==> src/rtl/xgmii_link_fault_pkg.sv <==
// Shared types and constants for the XGMII link fault block.
// Holds the state encoding, fault type codes, fixed TX words and the column step state record.
package xgmii_link_fault_pkg;

  typedef enum logic [1:0] {
    ST_INIT  = 2'd0,
    ST_COUNT = 2'd1,
    ST_FAULT = 2'd2
  } state_t;

  localparam logic [1:0] FLT_OK     = 2'b00;
  localparam logic [1:0] FLT_LOCAL  = 2'b01;
  localparam logic [1:0] FLT_REMOTE = 2'b10;

  localparam logic [7:0]  SEQ_CTRL    = 8'h9C;
  localparam logic [7:0]  IDLE        = 8'h07;
  localparam logic [63:0] IDLE_WORD   = {8{IDLE}};
  localparam logic [7:0]  IDLE_TXC    = 8'hFF;
  localparam logic [63:0] RFAULT_WORD = 64'h0200009C_0200009C;
  localparam logic [7:0]  RFAULT_TXC  = 8'h11;

  typedef struct packed {
    state_t      state;
    logic [1:0]  last_type;
    logic [2:0]  seq_cnt;
    logic [7:0]  col_cnt;
    logic [1:0]  link_fault;
    logic [15:0] fault_cnt;
  } lf_state_t;

  localparam lf_state_t LF_RESET = '{
    state:      ST_INIT,
    last_type:  2'b00,
    seq_cnt:    3'd0,
    col_cnt:    8'd0,
    link_fault: FLT_OK,
    fault_cnt:  16'd0
  };

  function automatic logic [15:0] sat_inc16(input logic [15:0] v);
    return (v == 16'hFFFF) ? v : v + 16'd1;
  endfunction

endpackage

==> src/rtl/xgmii_link_fault_seq_detect.sv <==
// Decodes one XGMII column into a sequence-ordered-set flag and its fault type.
// Purely combinational; unknown byte-3 codes are reported as non-sequence.
module xgmii_seq_detect
  import xgmii_link_fault_pkg::*;
(
  input  logic [31:0] i_col,
  input  logic [3:0]  i_ctl,
  output logic        o_is_seq,
  output logic [1:0]  o_type
);

  logic       w_frame_ok;
  logic [7:0] w_code;

  assign w_code     = i_col[31:24];
  assign w_frame_ok = (i_col[7:0] == SEQ_CTRL) && (i_ctl == 4'b0001) && (i_col[23:8] == 16'h0000);

  always_comb begin
    o_type = FLT_OK;
    if (w_code == 8'h01)      o_type = FLT_LOCAL;
    else if (w_code == 8'h02) o_type = FLT_REMOTE;
  end

  assign o_is_seq = w_frame_ok && (o_type != FLT_OK);

endmodule

==> src/rtl/xgmii_link_fault.sv <==
// XGMII RS link fault detection with TX fault signalling; two columns processed per clock.
// Status and TX outputs are registered with one-cycle latency; no backpressure.
module xgmii_link_fault
  import xgmii_link_fault_pkg::*;
#(
  parameter int C_SEQ_THRESH = 4,
  parameter int C_COL_LIMIT  = 128
) (
  input  logic        clk156,
  input  logic        reset,
  input  logic [63:0] xgmii_rxd,
  input  logic [7:0]  xgmii_rxc,
  input  logic [63:0] mac_txd,
  input  logic [7:0]  mac_txc,
  output logic [63:0] xgmii_txd,
  output logic [7:0]  xgmii_txc,
  output logic [1:0]  link_fault,
  output logic        link_up,
  output logic [15:0] fault_cnt
);

  localparam logic [2:0] SEQ_THRESH = 3'(C_SEQ_THRESH);
  localparam logic [7:0] COL_LIMIT  = 8'(C_COL_LIMIT);

  logic       w_seq0, w_seq1;
  logic [1:0] w_type0, w_type1;
  lf_state_t  w_mid, w_nxt;
  lf_state_t  r_st;
  logic       r_link_up;
  logic [63:0] r_txd;
  logic [7:0]  r_txc;

  xgmii_seq_detect u_det0 (
    .i_col    (xgmii_rxd[31:0]),
    .i_ctl    (xgmii_rxc[3:0]),
    .o_is_seq (w_seq0),
    .o_type   (w_type0)
  );

  xgmii_seq_detect u_det1 (
    .i_col    (xgmii_rxd[63:32]),
    .i_ctl    (xgmii_rxc[7:4]),
    .o_is_seq (w_seq1),
    .o_type   (w_type1)
  );

  function automatic lf_state_t col_step(input lf_state_t s, input logic is_seq, input logic [1:0] t);
    lf_state_t n;
    n = s;
    case (s.state)
      ST_INIT: begin
        if (is_seq) begin
          n.last_type = t;
          n.seq_cnt   = 3'd1;
          n.col_cnt   = 8'd0;
          n.state     = ST_COUNT;
        end
      end
      ST_COUNT: begin
        if (is_seq && (t == s.last_type)) begin
          n.seq_cnt = s.seq_cnt + 3'd1;
          n.col_cnt = 8'd0;
          if (n.seq_cnt >= SEQ_THRESH) begin
            n.seq_cnt    = SEQ_THRESH;
            n.state      = ST_FAULT;
            n.link_fault = t;
            n.fault_cnt  = sat_inc16(s.fault_cnt);
          end
        end else if (is_seq) begin
          n.last_type = t;
          n.seq_cnt   = 3'd1;
          n.col_cnt   = 8'd0;
        end else begin
          n.col_cnt = s.col_cnt + 8'd1;
          if (n.col_cnt >= COL_LIMIT) begin
            n.state   = ST_INIT;
            n.seq_cnt = 3'd0;
            n.col_cnt = 8'd0;
          end
        end
      end
      ST_FAULT: begin
        if (is_seq && (t == s.last_type)) begin
          n.col_cnt = 8'd0;
        end else if (is_seq) begin
          // a type change restarts qualification but keeps signalling the old fault
          n.last_type = t;
          n.seq_cnt   = 3'd1;
          n.col_cnt   = 8'd0;
          n.state     = ST_COUNT;
        end else begin
          n.col_cnt = s.col_cnt + 8'd1;
          if (n.col_cnt >= COL_LIMIT) begin
            n.state      = ST_INIT;
            n.seq_cnt    = 3'd0;
            n.col_cnt    = 8'd0;
            n.link_fault = FLT_OK;
          end
        end
      end
      default: n = LF_RESET;
    endcase
    return n;
  endfunction

  always_comb begin
    w_mid = col_step(r_st, w_seq0, w_type0);
    w_nxt = col_step(w_mid, w_seq1, w_type1);
  end

  always_ff @(posedge clk156 or posedge reset) begin
    if (reset) begin
      r_st      <= LF_RESET;
      r_link_up <= 1'b1;
      r_txd     <= IDLE_WORD;
      r_txc     <= IDLE_TXC;
    end else begin
      r_st      <= w_nxt;
      r_link_up <= (w_nxt.link_fault == FLT_OK);
      // whole-word override chosen from the already-registered fault status
      case (r_st.link_fault)
        FLT_OK: begin
          r_txd <= mac_txd;
          r_txc <= mac_txc;
        end
        FLT_LOCAL: begin
          r_txd <= RFAULT_WORD;
          r_txc <= RFAULT_TXC;
        end
        default: begin
          r_txd <= IDLE_WORD;
          r_txc <= IDLE_TXC;
        end
      endcase
    end
  end

  assign link_fault = r_st.link_fault;
  assign fault_cnt  = r_st.fault_cnt;
  assign link_up    = r_link_up;
  assign xgmii_txd  = r_txd;
  assign xgmii_txc  = r_txc;

endmodule

==> config.mk <==
export PLATFORM = sky130hd
export DESIGN_NAME = xgmii_link_fault
export DESIGN_NICKNAME = d
export VERILOG_FILES = /design/src/rtl/xgmii_link_fault_pkg.sv /design/src/rtl/xgmii_link_fault_seq_detect.sv /design/src/rtl/xgmii_link_fault.sv
export SDC_FILE = /design/constraint.sdc
export NUM_CORES = 1
export LEC_CHECK = 0
export CORE_ASPECT_RATIO = 2
export CORE_MARGIN = 2
export CORE_UTILIZATION = 41
export CTS_CLUSTER_SIZE = 20
export DETAILED_ROUTE_END_ITERATION = 6
export HOLD_SLACK_MARGIN = 0.08
export PLACE_DENSITY = 0.81
export SKIP_CTS_REPAIR_TIMING = 1
export SLEW_MARGIN = 20
export SYNTH_ARGS = -nofsm -noshare
export SYNTH_HDL_FRONTEND = slang
export SYNTH_SLANG_ARGS = --single-unit
==> constraint.sdc <==
create_clock -name clk156 -period 3.8 [get_ports clk156]
set_input_delay 0.38 -clock clk156 [delete_from_list [all_inputs] [get_ports clk156]]
set_output_delay 0.38 -clock clk156 [all_outputs]
set_load 0.1 [all_outputs]
==> impl_metrics.env <==
export IMPL_die_width_um=91.1
export IMPL_drv_max_cap_violation_count=0
export IMPL_estimated_wirelength_of_the_detail_placed_design_um=17100
export IMPL_totalPowerFinal_mw=2.73
export IMPL_worst_setup_path_end_kind="flip-flop"
export IMPL_finalHoldViolCount=0
export IMPL_p_per_area_nw_per_um2=280
export IMPL_tritoncts="yes"
export IMPL_clk_path_buf_depth=2
export IMPL_final_period_minus_worst_setup_slack_ns=3.65
export IMPL_cpMaxStageDelayCell="sky130_fd_sc_hd__clkdlybuf4s50_1"
export IMPL_netlist_top_cells_area="sky130_fd_sc_hd__dfrtp_1, sky130_fd_sc_hd__dfstp_2, sky130_fd_sc_hd__and2_1"
export IMPL_footprint_of_the_multi_input_gates_sq_um=3340
export IMPL_area_growth_syn_to_layout_pct=56.6
export IMPL_critPathMostFrequentCell="sky130_fd_sc_hd__o211ai_1"
export IMPL_seq_area_sq_um=2690
export IMPL_depth_of_the_cts_h_tree=3
export IMPL_clk_latency_ns=0.34
export IMPL_floorplan_core_area_sq_um=14800
export IMPL_total_leakage_power_nw=4.08
export IMPL_grt_ovfl_total=0
export IMPL_fin_worst_hold_slack_ns=0.582
export IMPL_first_global_vias=6718
export IMPL_syn_nets=823
export IMPL_number_of_buffers_added_by_the_clock_tree_synthesis_step=9
export IMPL_dieHeight_um=178
export IMPL_dr_total_vias=6422
export IMPL_synth_enable_flop_cells=0
export IMPL_ys_ff_latch=106
export IMPL_grt_start_max_net_pins=93
export IMPL_post_route_cells_drive_above_1_share_pct=19.9
export IMPL_grt_use_total_pct=27.1
export IMPL_asyncSetResetFlopFracSynth_pct=100
export IMPL_design_final_nets=1116
export IMPL_routed_wire_length_per_instance_um=18.9
export IMPL_antenna_found_initial=1
export IMPL_final_antenna_net_count=0
export IMPL_path_delay_family="compound AO/OA/AOI/OAI gates"
export IMPL_status="completed"
export IMPL_detailedRoute_firstIterationViolations=528
export IMPL_clock_sinks=106
export IMPL_postLayoutSetupSlackWorst_ns=0.153
export IMPL_post_route_period_util_pct=96.0
export IMPL_post_place_ws_ns=-0.405
export IMPL_floorplan_initialDensity_pct=42.0
export IMPL_post_place_cells=1144
export IMPL_criticalPathCategory="in -> reg"
export IMPL_design_portCount=237
export IMPL_layout_filler_cells=1245
export IMPL_number_of_design_rule_violations_left_after_detail_routing=0
export IMPL_synth_cell_type_count=81
export IMPL_cell_taking_the_most_area_after_synthesis="sky130_fd_sc_hd__dfrtp_1"
export IMPL_synth_top_cell_area_share_pct=29.3
export IMPL_drt_pre_antenna_iters=6
export IMPL_synthesis_area_sq_um=6230
export IMPL_crit_path_cell_chain="clkdlybuf4s50_1, nor4bb_1, nand4_1, buf_4, nor3_4, nor2_1, a31o_2, a211oi_2, ha_2, nor3b_2, o2111a_1, a221oi_2, o211ai_1, and3_1, o211ai_1, buf_6, nor3b_1, xnor2_1"
export IMPL_max_slew_worst_pin_slew_ns=1.10
export IMPL_core_rowCount=63
export IMPL_power_ir_vdd_worst_v=0.000412
export IMPL_post_route_cell_area_sq_um=9750
export IMPL_cts_root_buffer_cell="sky130_fd_sc_hd__clkbuf_16"
export IMPL_finalMaxSlewViolations=0
export IMPL_critPathMaxStageDelay_ns=0.45
export IMPL_drt_total_wl_um=22100
export IMPL_worstPathRequired_ns=4.04
export IMPL_final_util_pct=65.8
export IMPL_setup_tns_ns=0
export IMPL_timing_critical_path_from_type="input pin"
export IMPL_maximum_fanout_along_the_worst_path=11
export IMPL_worst_hold_path_type="in -> async"
export IMPL_timing_critical_path_arrival_ns=3.89
export IMPL_synth_yosys_seq_area_share_pct=43.3
export IMPL_finalSetupViolations=0
export IMPL_place_gp_congestion=0.910
export IMPL_final_instance_count_excl_fill=1165
export IMPL_grt_first_pass_wirelength_um=34500
export IMPL_postSynthAreaPerCell_sq_um=9.28
export IMPL_clock_pin_slew_reported_for_the_worst_setup_and_hold_paths_after_clock_tree_synthesis_ns=0.07
export IMPL_synth_main_ff_cell="sky130_fd_sc_hd__dfrtp_1"
export IMPL_syn_instance_count=671
export IMPL_fmax_mhz=274
export IMPL_fin_skew_ns=0.00461
export IMPL_fp_dieArea_sq_um=16300
export IMPL_maxSlewHeadroom_pct=26.4
export IMPL_post_drt_via_cell_ratio=5.51
export IMPL_register_to_register_path_setup_slack_ns=0.25
export IMPL_warning_count_from_the_yosys_run=0
export IMPL_io_buffer_count=236
export IMPL_post_dp_cell_area_sq_um=9290
export IMPL_cp_num_buf_inv=3
[cell families (layout without fill, tap and decap cells)]
family / count (synthesis) / in the layout / synth area share, %
other: 0 / 1 / 0
adders and majority gates: 6 / 6 / 1.21
and+or+nand+nor: 304 / 304 / 26.9
DFF: 106 / 106 / 43.3
AOI/OAI and AO/OA: 152 / 152 / 17.8
muxes: 13 / 13 / 2.25
xor gates and xnor gates: 22 / 22 / 3.09
buffers and inverters: 68 / 366 / 5.53
[final cells by class]
| type | instances | share of cell area, % |
|---|---|---|
| diodes | 1 | 0.0257 |
| clock buffers | 11 | 2.39 |
| clock inverters | 5 | 0.564 |
| inverters | 15 | 0.629 |
| multi-input cells | 497 | 34.2 |
| flip-flops and latches | 106 | 27.6 |
| well taps | 195 | 2.50 |
| repair buffers | 335 | 32.1 |
[per-layer routing]
layer	wire, um	global-route usage, %	vias up
li1	-	-	3001
met1	7780	28.7	3069
met2	11800	49.8	290
met3	1630	7.69	62
met4	857	11.0	0
met5	0	0	-
[Yosys cell counts, drive strengths merged (7+ instances only)]
cell type   n
nand2b      9
nor4       14
clkbuf     26
xor2        8
xnor2      14
nand3      26
or3        16
o21a        9
o211ai      7
and2       40
and3       13
mux2i       8
o21ai      25
nor2       57
nor2b      10
inv        14
nand4      13
a21o       28
buf        27
dfrtp      73
dfstp      33
nor3       24
or2         9
nand2      48
a21oi      24
[worst reg2reg max path, stage by stage (launching register included)]
cell                        delay, ns
sky130_fd_sc_hd__dfrtp_1         0.41
sky130_fd_sc_hd__nand3_1         0.20
sky130_fd_sc_hd__o21a_1          0.33
sky130_fd_sc_hd__or3_1           0.41
sky130_fd_sc_hd__a21oi_1         0.20
sky130_fd_sc_hd__a31o_2          0.16
sky130_fd_sc_hd__o2bb2ai_2       0.12
sky130_fd_sc_hd__ha_2            0.26
sky130_fd_sc_hd__nor3b_2         0.06
sky130_fd_sc_hd__o2111a_1        0.12
sky130_fd_sc_hd__a221oi_2        0.22
sky130_fd_sc_hd__o211ai_1        0.15
sky130_fd_sc_hd__and3_1          0.20
sky130_fd_sc_hd__o211ai_1        0.13
sky130_fd_sc_hd__buf_6           0.22
sky130_fd_sc_hd__nor3b_1         0.08
sky130_fd_sc_hd__xnor2_1         0.18
[placed cells by master, fill, tap and decap left out, drive strengths merged, types with 5 or more instances in the layout]
master,netlist,routed
clkdlybuf4s50,0,231
buf,27,100
dfrtp,73,73
nor2,57,57
nand2,48,48
and2,40,40
dfstp,33,33
a21o,28,28
nand3,26,26
o21ai,25,25
a21oi,24,24
nor3,24,24
or3,16,16
xnor2,14,14
inv,14,14
nor4,14,14
nand4,13,13
and3,13,13
clkbuf,26,11
nor2b,10,10
o21a,9,9
nand2b,9,9
or2,9,9
mux2i,8,8
xor2,8,8
o211ai,7,7
nor3b,6,6
ha,6,6
nor4b,6,6
a211oi,5,5
mux2,5,5
[registers in the layout (all words and copies together), names as in the netlist]
| name | count |
|---|---|
| xgmii_txc | 8 |
| xgmii_txd | 64 |
| r_st | 15 |
| link_up | 1 |
| fault_cnt | 16 |
| link_fault | 2 |
[final timing paths]
kind / from / end / cells after the start
worst max-delay path: xgmii_rxd[7] / fault_cnt[2] / 18
worst min-delay path: reset / xgmii_txd[15] / 2
worst max register to register: r_st[19] / fault_cnt[2] / 16
worst min register to register: r_st[24] / r_st[24] / 2
max in group asynchronous: reset / fault_cnt[2] / 3
min in group clk156: mac_txd[61] / xgmii_txd[61] / 2
[power by group]
part / switching (mW) / internal, mW / leakage, nW
clock: 0.397 / 0.509 / 0.137
sequential: 0.0113 / 1.18 / 1.26
combinational: 0.397 / 0.232 / 2.68
No activity file was read; power rests on OpenSTA's default activity.
